==> src/rtl/clkgen_multi.sv <==
// clkgen_multi: NCH-channel programmable clock divider.
// Each channel toggles its output every HALF enabled clkin cycles. HALF is
// double-buffered (shadow -> active) and only swapped at a toggle boundary,
// so an output half-period is never cut short.
// Ports:
//   i_clkin      board clock, rising edge
//   i_rst_n      asynchronous active-low reset
//   i_clken      global count enable
//   i_ch_en      per-channel count enable
//   i_wr_en      half-period write strobe
//   i_wr_ch      write target channel (>= NCH ignored)
//   i_wr_half    new half-period, 0 stops the channel
//   i_sync_clr   restart all channels in phase
//   o_clkout     divided clocks
//   o_tick       one-cycle pulse on each clkout rising edge
//   o_pending    shadow written but not yet applied

// One divider channel.
module clkgen_ch #(
    parameter int CNT_W        = 32,
    parameter int DEFAULT_HALF = 25000
) (
    input  logic             i_clkin,
    input  logic             i_rst_n,
    input  logic             i_en,
    input  logic             i_wr,
    input  logic [CNT_W-1:0] i_wr_half,
    input  logic             i_sync_clr,
    output logic             o_clkout,
    output logic             o_tick,
    output logic             o_pending
);
    localparam logic [CNT_W-1:0] RST_HALF = CNT_W'(DEFAULT_HALF);

    logic [CNT_W-1:0] r_shadow;
    logic [CNT_W-1:0] r_active;
    logic [CNT_W-1:0] r_cnt;
    logic             r_clk;
    logic             r_tick;
    logic             r_pending;

    logic w_stopped;
    logic w_bnd;

    assign w_stopped = (r_active == '0);
    // cnt never exceeds active-1, so this compare cannot be skipped over
    assign w_bnd     = (r_cnt == r_active - CNT_W'(1));

    always_ff @(posedge i_clkin or negedge i_rst_n) begin
        if (!i_rst_n) begin
            r_shadow  <= RST_HALF;
            r_active  <= RST_HALF;
            r_cnt     <= '0;
            r_clk     <= 1'b0;
            r_tick    <= 1'b0;
            r_pending <= 1'b0;
        end else begin
            r_tick <= 1'b0;
            if (i_sync_clr) begin
                // a same-cycle write beats any older pending shadow value
                r_cnt     <= '0;
                r_clk     <= 1'b0;
                r_pending <= 1'b0;
                if (i_wr) begin
                    r_active <= i_wr_half;
                    r_shadow <= i_wr_half;
                end else if (r_pending) begin
                    r_active <= r_shadow;
                end
            end else if (w_stopped) begin
                // stopped channel: a write restarts it at once, keeping the
                // current output level; otherwise the output is parked low
                r_cnt <= '0;
                if (i_wr) begin
                    r_active  <= i_wr_half;
                    r_shadow  <= i_wr_half;
                    r_pending <= 1'b0;
                end else begin
                    r_clk <= 1'b0;
                end
            end else if (i_en && w_bnd) begin
                r_cnt  <= '0;
                r_clk  <= ~r_clk;
                r_tick <= ~r_clk;
                if (i_wr) begin
                    r_active  <= i_wr_half;
                    r_shadow  <= i_wr_half;
                    r_pending <= 1'b0;
                end else if (r_pending) begin
                    r_active  <= r_shadow;
                    r_pending <= 1'b0;
                end
            end else begin
                if (i_en) begin
                    r_cnt <= r_cnt + CNT_W'(1);
                end
                if (i_wr) begin
                    r_shadow  <= i_wr_half;
                    r_pending <= 1'b1;
                end
            end
        end
    end

    assign o_clkout  = r_clk;
    assign o_tick    = r_tick;
    assign o_pending = r_pending;
endmodule

module clkgen_multi #(
    parameter int NCH          = 4,
    parameter int CNT_W        = 32,
    parameter int DEFAULT_HALF = 25000,
    localparam int WCH_W       = (NCH > 1) ? $clog2(NCH) : 1
) (
    input  logic             i_clkin,
    input  logic             i_rst_n,
    input  logic             i_clken,
    input  logic [NCH-1:0]   i_ch_en,
    input  logic             i_wr_en,
    input  logic [WCH_W-1:0] i_wr_ch,
    input  logic [CNT_W-1:0] i_wr_half,
    input  logic             i_sync_clr,
    output logic [NCH-1:0]   o_clkout,
    output logic [NCH-1:0]   o_tick,
    output logic [NCH-1:0]   o_pending
);
    for (genvar g = 0; g < NCH; g++) begin : g_ch
        logic w_wr;
        logic w_en;

        // channel numbers >= NCH match no instance, so such writes drop out
        assign w_wr = i_wr_en && (i_wr_ch == WCH_W'(g));
        assign w_en = i_clken && i_ch_en[g];

        clkgen_ch #(
            .CNT_W        (CNT_W),
            .DEFAULT_HALF (DEFAULT_HALF)
        ) u_ch (
            .i_clkin    (i_clkin),
            .i_rst_n    (i_rst_n),
            .i_en       (w_en),
            .i_wr       (w_wr),
            .i_wr_half  (i_wr_half),
            .i_sync_clr (i_sync_clr),
            .o_clkout   (o_clkout[g]),
            .o_tick     (o_tick[g]),
            .o_pending  (o_pending[g])
        );
    end
endmodule

==> config.mk <==
export PLATFORM = sky130hd
export DESIGN_NAME = clkgen_multi
export DESIGN_NICKNAME = d
export VERILOG_FILES = /design/src/rtl/clkgen_multi.sv
export SDC_FILE = /design/constraint.sdc
export NUM_CORES = 1
export LEC_CHECK = 0
export ABC_AREA = 0
export ABC_CLOCK_PERIOD_IN_PS = 7150
export CELL_PAD_IN_SITES_DETAIL_PLACEMENT = 1
export CELL_PAD_IN_SITES_GLOBAL_PLACEMENT = 1
export CORE_MARGIN = 5
export CORE_UTILIZATION = 25
export CTS_CLUSTER_DIAMETER = 40
export DETAILED_ROUTE_END_ITERATION = 7
export PLACE_DENSITY = 0.44
export SYNTH_ARGS = -nofsm -noshare
export SYNTH_HDL_FRONTEND = slang
export SYNTH_SLANG_ARGS = --single-unit
==> constraint.sdc <==
create_clock -name i_clkin -period 7.15 [get_ports i_clkin]
set_clock_uncertainty 0.05 [all_clocks]
set_input_delay 1.43 -clock i_clkin [delete_from_list [all_inputs] [get_ports i_clkin]]
set_output_delay 1.43 -clock i_clkin [all_outputs]
set_load 0.1 [all_outputs]
* Word-level counts from Yosys, hierarchy flattened
Index checks and enable logic that the tools add are counted.
W data, S select, Z words.
** Storage, ports and cells
- Output and inout bits :: 12
- Bits in registers :: 396
- Logic and storage cells :: 180
** Operators by class
- Reductions and logical operators :: 41
- Eq/ne operators :: 15
- Bitwise logic cells :: 4
- Mux-type cells :: 88
- Add/subtract/negate cells :: 8
** Operator list (count)
- $mux W32 :: 40
- $add A32 B1 Y32 const B :: 4
- $eq A32 B32 Y1 :: 4
- $logic_not A32 Y1 :: 4
- $sub A32 B1 Y32 const B :: 4
- $mux W1 :: 48
- $reduce_and A2 Y1 :: 12
- $reduce_bool A3 Y1 :: 8
- $reduce_bool A4 Y1 :: 4
- $logic_and A1 B1 Y1 :: 12
- $ne A3 B2 Y1 const B :: 4
- $ne A3 B3 Y1 const B :: 4
- $eq A2 B2 Y1 const B :: 2
- $not A1 Y1 :: 4
- $eq A2 B1 Y1 const B :: 1
- $logic_not A2 Y1 :: 1

* Logic depth before layout (Yosys ltp)
Gate-level depths: netlist of run 1.
- Depth after elaboration :: 6
- Depth in mapped cells :: 14
- Gate-level depth less buffers :: 11

* By module
From an unflattened synthesis of run 1, not the netlist that was laid out.
** Unflattened totals
- Cells, all modules :: 2481
- Area, all modules :: 24532.3 µm²
** By module, submodules not included
- clkgen_ch (g_ch[0].u_ch ...) :: cells each 617, seq. area each 2492.4 µm², area an instance 6187.2 µm², instances 2
- clkgen_ch (g_ch[3].u_ch) :: cells each 597, seq. area each 2492.4 µm², area an instance 6122.1 µm², instances 1
- clkgen_ch (g_ch[2].u_ch) :: cells each 642, seq. area each 2492.4 µm², area an instance 5973.2 µm², instances 1
- clkgen_multi :: cells each 8, seq. area each 0.0 µm², area an instance 62.6 µm², instances 1

* Worst setup path before layout of run 1
No wires, ideal clock.
- Kind :: register -> register
- Start :: register g_ch[0].u_ch.r_active[0]
- End :: register g_ch[0].u_ch.r_active[17]
- Path buffers :: 1
- Data required time :: 7034 ps
- Path slack :: 3184 ps
- Data arrival time :: 3850 ps
- Cell stages (with the launch flop) :: 13
- Cell sequence :: dfrtp_1 -> inv_1 -> ha_1 -> or4b_2 -> nor4_1 -> nand4b_1 -> xnor2_1 -> nor4_1 -> nand3_1 -> or4_1 -> o21ai_1 -> buf_2 -> a22o_1
** On the way
- Word-level cells in the longest chain between the ends :: 5
- Elaborated cells between the ends (all ways) :: 9
- Those cells by class :: 1 x add/sub; 2 x eq/ne; 2 x mux; 4 x reduce/logical
** Ends and longest elaborated chain
- start, declared :: line 36 : logic [CNT_W-1:0] r_active;
- start signal, assigned :: line 65 : r_active <= i_wr_half;
- start signal, assigned :: line 68 : r_active <= r_shadow;
- start signal, assigned :: line 75 : r_active <= i_wr_half;
- $sub A32 B1 Y32 :: line 47 : assign w_bnd = (r_cnt == r_active - CNT_W'(1));
- $eq A32 B32 Y1 :: line 47
- $logic_and A1 B1 Y1 :: line 81 : end else if (i_en && w_bnd) begin
- $reduce_bool A3 Y1 (no line)
- $reduce_and A2 Y1 (no line)
Several ways; a longest one is shown, not always the timed one.
A chain may end at the register's enable or synchronous reset.

* Worst setup path in the final report of run 1
- Start :: input i_clken
- End :: register g_ch[2].u_ch.r_active[22]
** On the way
- Word-level cells in the longest chain between the ends :: 4
** Ends and longest elaborated chain
- start, declared :: line 118 : input logic i_clken,
- $logic_and A1 B1 Y1 :: line 134 : assign w_en = i_clken && i_ch_en[g];
- $logic_and A1 B1 Y1 :: line 81
- $reduce_bool A3 Y1 (no line)
- $reduce_and A2 Y1 (no line)
- end signal, assigned :: line 75
- end signal, assigned :: line 86 : r_active <= i_wr_half;
- end signal, assigned :: line 90 : r_active <= r_shadow;
- end, declared :: line 36
No other way between the ends.

==> results of run 1 <==
-- state kept, by name, indices dropped and copies added, names as in the netlist --
signal               cells
g_ch.u_ch.o_clkout       4
g_ch.u_ch.r_cnt        128
g_ch.u_ch.o_pending      4
g_ch.u_ch.r_shadow     128
g_ch.u_ch.o_tick         4
g_ch.u_ch.r_active     128
-- worst max-delay path, cell delays in order --
cell,delay [ns]
clkdlybuf4s50_1,0.98
nand2_1,0.32
a2111o_1,0.42
a2111oi_0,0.55
and4_1,0.27
and4_1,0.18
and4_1,0.22
nand3_1,0.16
a21oi_2,0.44
buf_4,0.35
a2bb2oi_1,0.20
-- layout by cell type, fill, tap and decap left out, drive strengths merged, types with 20 or more instances in the layout --
cell type	count
a211oi	39
clkbuf	117
a2bb2oi	30
xor2	135
a31oi	41
and2	20
o21ai	154
clkinv	25
nor3	112
nor2	259
and4	20
nand4	57
or3	25
nor4	57
a21oi	28
clkdlybuf4s50	53
dfrtp	348
mux2	95
dfstp	48
o32a	33
and3	41
nand3b	71
xnor2	153
buf	34
inv	79
a22o	28
nand3	76
or4	24
nand2	215
-- cell type report --
cell class / count / area, sq um / share of cell area
timing repair buffer: 87 / 805.8 / 0.02869
inverter: 71 / 266.5 / 0.009490
tap: 1243 / 1555 / 0.05538
clock buffer: 117 / 2457 / 0.08750
antenna: 1 / 2.502 / 0.00008911
sequential: 396 / 9970 / 0.3550
multi-input combinational: 1899 / 12400 / 0.4417
clock inverter: 54 / 623.1 / 0.02219
-- kinds of logic after synthesis --
group / count (synthesis)
AOI/OAI and AO/OA: 442
muxes: 109
and+or+nand+nor: 1052
xor gates and xnor gates: 288
buffers and inverters: 231
adders and majority gates: 8
DFF: 396
-- path summary, 6_finish.rpt --
check | startpoint | endpoint | slack (ns) | cells past startpoint
worst max-delay path | i_clken | g_ch[2].u_ch.r_active[22] | 2.12 | 11
worst min-delay path | g_ch[1].u_ch.r_shadow[31] | g_ch[1].u_ch.r_shadow[31] | 0.43 | 2
worst max register to register | g_ch[0].u_ch.r_active[0] | g_ch[0].u_ch.r_active[2] | 2.17 | 12
worst min register to register | g_ch[1].u_ch.r_shadow[31] | g_ch[1].u_ch.r_shadow[31] | 0.43 | 2
max in group asynchronous | i_rst_n | g_ch[3].u_ch.r_cnt[30] | 4.80 | 2
min in group asynchronous | i_rst_n | g_ch[1].u_ch.r_cnt[2] | 0.78 | 1
-- stage by stage --
stage / setup slack, ns / instance area (sq um) / util / hold slack, ns
detailed placement: 1.390 / 25000 / 0.2719 / 0.4216
CTS: 2.060 / 28080 / 0.3054 / 0.4323
global route: 1.842 / 28080 / 0.3054 / 0.4504
global placement: 1.430 / 25000 / 0.2719 / 0.4127
floorplan: 3.184 / 23240 / - / 0.3946
finish: 2.121 / 28080 / 0.3054 / 0.4342
-- per-layer routing --
| layer | part of all wire | track usage |
|---|---|---|
| met4 | 0.024 | 0.04812 |
| met2 | 0.45 | 0.2542 |
| met5 | 0 | 0 |
| met1 | 0.49 | 0.2277 |
| met3 | 0.032 | 0.02518 |
-- power groups by stage --
stage | sequential, uW | combinational [uW] | clock (uW)
after floorplan | 2830 | 1110 | 0
after global placement | 3030 | 1410 | 0
after detailed placement | 3040 | 1440 | 0
after CTS | 3010 | 1450 | 4340
after global routing | 3060 | 1600 | 4460
final | 3010 | 1430 | 4220
==> flow_summary.ini, run 1 <==
[power_and_ir_drop]
p_sw_uw = 2612
power_uw = 8649
intPower_uw = 6037
seqPwrFrac = 0.348
comb_power_share = 0.165
ir_drop_uv = 174.0
p_sw_frac = 0.3020
p_leak_uw = 0.01076
power_frac_clock = 0.487
powerDensity_nw_per_um2 = 308.0

[logic_synthesis]
syn_nets = 2577
synth_most_common_cell = dfrtp_1
seq_area_frac_synth = 0.4289
synthAdderAreaFrac = 0.004307
synth_seq_cells = 396
netlist_area_sq_um = 23240
synth_edf_count = 0
synth_area_leaders = dfrtp_1, xnor2_1, dfstp_2
synth-simple-area-share = 0.2344
synth-xor-area-share = 0.1085
synthFlopType = dfrtp_1
yosysWarnings = 0
synth_compound_area_frac = 0.1315
netlist-cell-type-count = 79
synth_top_family_by_area = simple AND/OR/NAND/NOR gates
synthCells = 2526
syn_avg_cell_area_sq_um = 9.201
synth_top_area_share = 0.3747
synth_common_cells = dfrtp_1, nor2_1, nand2_1, o21ai_0, xnor2_1
synth_mux_area_frac = 0.05206
synth_top_area_cell = dfrtp_1
async_flop_share = 1.000

[clock_network]
cts_made_buffers = 92
clockBufferDepth = 3
cts_num_sinks = 396
ctsHoldBuffers = 0
clkTransAtPathRegs_ns = 0.05
htree_num_levels = 3
cts_resized = 0
clock_latency_ns = 0.64
post_cts_buffers = 0
cts-root-buf = clkbuf_16
cts_tree = done

[timing]
report.final.slew_viol_count = 0
fmax_mhz = 198.8
timing.final.crit_share = 0.7034
tns_ns = 0
timing.final.crit_period_ns = 5.029
worst_pin_slew_ns = 1.320
setup_viol = 0
maxSlewHeadroom = 0.1198
rsz0062_at_grt = no
hold_viol_final = 0

[placement]
hpwl_microns = 55530
placed_cells = 3696
portBuffers = 54
place_congestion = 0.8169

[floorplan]
ios = 55
initial_core_util = 0.2528
die_h_microns = 314.9
coreArea_sq_um = 91940
row_count = 111
die_w_microns = 314.9
die-area_sq_um = 99170

[grt]
grt_pass1_wl_microns = 125500
grt_max_degree = 164
grt_antenna_before_repair = 8
grt.total_usage = 0.1610
grt_overflow_total = 0
grt_pass1_vias = 20220

[worst_setup_path]
criticalPathCategory = primary input to flip-flop
critPathMaxFanout = 22
cp-end-kind = flip-flop
startpoint_type = primary input
crit_required_ns = 7.64
crit_arrival_ns = 5.52

[route]
viasPerCell = 4.974
dr.pass1.iters = 5
drtIter0Drc = 807
ant_nets = 0
vias = 19240
wl_per_cell_microns = 20.69
drc = 0
wirelength_microns = 80040

[layout]
final_layout_size_suffix_gt1_frac = 0.1380
final_nets = 2598
syn_to_final_growth_pct = 20.83
layout.cells.non_filler = 3868
filler_cell_count = 10500

[run]
maxCapViolations = 0

[hold_path]
hold_class = flip-flop to flip-flop

[run_status]
status = finished clean
Note: power is estimated with default switching activity, not from simulation.
==> inputs of run 2 (changes only) <==
--- a/config.mk
+++ b/config.mk
@@ -6,14 +6,14 @@
 export NUM_CORES = 1
 export LEC_CHECK = 0
 export ABC_AREA = 0
-export ABC_CLOCK_PERIOD_IN_PS = 7150
+export ABC_CLOCK_PERIOD_IN_PS = 4600
 export CELL_PAD_IN_SITES_DETAIL_PLACEMENT = 1
 export CELL_PAD_IN_SITES_GLOBAL_PLACEMENT = 1
 export CORE_MARGIN = 5
 export CORE_UTILIZATION = 25
 export CTS_CLUSTER_DIAMETER = 40
 export DETAILED_ROUTE_END_ITERATION = 7
-export PLACE_DENSITY = 0.44
+export PLACE_DENSITY = 0.45
 export SYNTH_ARGS = -nofsm -noshare
 export SYNTH_HDL_FRONTEND = slang
 export SYNTH_SLANG_ARGS = --single-unit
==> constraint.sdc (replaced) <==
create_clock -name i_clkin -period 4.6 [get_ports i_clkin]
set_clock_uncertainty 0.05 [all_clocks]
set_input_delay 0.92 -clock i_clkin [delete_from_list [all_inputs] [get_ports i_clkin]]
set_output_delay 0.92 -clock i_clkin [all_outputs]
set_load 0.1 [all_outputs]
==> flow_summary.ini, run 2 (synthesized netlist as in run 1, its figures left out) <==
[floorplan]
coreArea_sq_um = 91940
die-area_sq_um = 99170
die_w_microns = 314.9
die_h_microns = 314.9
initial_core_util = 0.2528
ios = 55
row_count = 111

[worst_setup_path]
path_buf_inv = 2
crit_chain = inv_1, ha_1, or4b_2, or3_1, nor4_1, xnor2_1, nor4_1, nand4_1, nor4_1, buf_4, o31ai_4, a22o_1
crit_required_ns = 5.10
critical_path.slowest_cell = o31ai_4
cpPeakStageDelay_ns = 0.90
cpMostUsedCell = nor4_1
critPathMaxFanout = 28
critPathTopFamily = simple AND/OR/NAND/NOR gates
crit_arrival_ns = 4.80
criticalPathCategory = flip-flop to flip-flop
startpoint_type = flip-flop
cp-end-kind = flip-flop

[timing]
rsz0062_at_grt = no
report.final.slew_viol_count = 0
maxSlewHeadroom = 0.2300
worst_pin_slew_ns = 1.155
tns_ns = 0
timing.final.crit_period_ns = 4.298
timing.final.crit_share = 0.9345
setup_viol = 0
fmax_mhz = 232.6
hold_viol_final = 0
setup_slack_ns = 0.3015

[layout]
final_layout_size_suffix_gt1_frac = 0.1500
final_nets = 2633
final_common_cell = dfrtp_1
filler_cell_count = 10510
fin_util = 0.3114
syn_to_final_growth_pct = 23.19
reg_top3 = g_ch.u_ch.r_active x128, g_ch.u_ch.r_cnt x128, g_ch.u_ch.r_shadow x128
final_cell_mix = dfrtp_1, nor2_1, nand2_1

[route]
drc = 0
drtIter0Drc = 845
dr.pass1.iters = 4
wirelength_microns = 80280
ant_nets = 0
wl_per_cell_microns = 20.55
vias = 19340
viasPerCell = 4.951

[grt]
grt_max_degree = 86
grt_pass1_vias = 20720
grt.total_usage = 0.1609
grt_pass1_wl_microns = 125800
grt_antenna_before_repair = 2
grt_overflow_total = 0

[power_and_ir_drop]
powerDensity_nw_per_um2 = 478.7
ir_drop_uv = 247.3
p_leak_uw = 0.01109

[clock_network]
htree_num_levels = 3
cts-root-buf = clkbuf_16
ctsHoldBuffers = 0
clkTransAtPathRegs_ns = 0.05
clock_latency_ns = 0.63
clockBufferDepth = 3
cts_resized = 0
cts_num_sinks = 396
post_cts_buffers = 0
cts_made_buffers = 93
cts_tree = done

[run]
maxCapViolations = 0

[placement]
dpl_worst_slack_ns = 0.2461
hpwl_microns = 56570
portBuffers = 54
place_congestion = 0.8354

[hold_path]
hold_class = primary input to asynchronous set/reset pin

[run_status]
status = finished clean
==> run 2: changes by cell type in the layout (fill, tap and decap cells not counted), sizes merged <==
cell | previous run | this run
buf | 34 | 70
clkbuf | 117 | 131
clkinvlp | 11 | 5
inv | 79 | 74
clkdlybuf4s50 | 53 | 51
diode | 1 | 3
clkinv | 25 | 24
==> run 2: metal layers <==
metal	global-route usage	share of wire	wire (microns)	vias to the layer above
met5	0	0	0	-
met1	0.2250	0.49	39310	9762
met3	0.02307	0.028	2224	127
met4	0.05407	0.026	2099	0
li1	-	-	-	9220
met2	0.2562	0.46	36640	229
==> run 2: area by class of cell <==
type | instances | area (sq um) | share of cell area
inverter | 71 | 266.5 | 0.009308
clock inverter | 42 | 514.2 | 0.01796
multi-input combinational | 1899 | 12400 | 0.4332
timing repair buffer | 121 | 1244 | 0.04344
clock buffer | 131 | 2673 | 0.09334
tap | 1243 | 1555 | 0.05432
sequential | 396 | 9970 | 0.3482
antenna | 3 | 7.507 | 0.0002622
==> run 2: through the flow <==
stage	hold WS (ns)	instance area, sq um	std cells	power (uW)
finish	0.2901	28630	3906	13710
global route	0.3254	28620	3903	14430
CTS	0.2767	28620	3903	13930
detailed placement	0.4334	25440	3730	7045
global placement	0.4130	25440	3730	6971
floorplan	0.3946	23240	2526	6117
==> run 2: final timing paths <==
kind	startpoint	end	slack, ns	cells past startpoint
hold / removal	i_rst_n	g_ch[1].u_ch.r_cnt[12]	0.29	1
min in group i_clkin	g_ch[1].u_ch.r_shadow[31]	g_ch[1].u_ch.r_shadow[31]	0.44	2
hold reg to reg	g_ch[1].u_ch.r_shadow[31]	g_ch[1].u_ch.r_shadow[31]	0.44	2
setup / recovery	g_ch[0].u_ch.r_active[0]	g_ch[0].u_ch.r_active[17]	0.30	12
max in group asynchronous	i_rst_n	g_ch[2].u_ch.r_shadow[3]	3.22	2
setup reg to reg	g_ch[0].u_ch.r_active[0]	g_ch[0].u_ch.r_active[17]	0.30	12
==> run 2: report_power, final <==
group | switching (uW) | internal, uW | total (uW)
Combinational | 1240 | 1060 | 2300
Clock | 2160 | 4570 | 6730
Sequential | 635 | 4040 | 4670
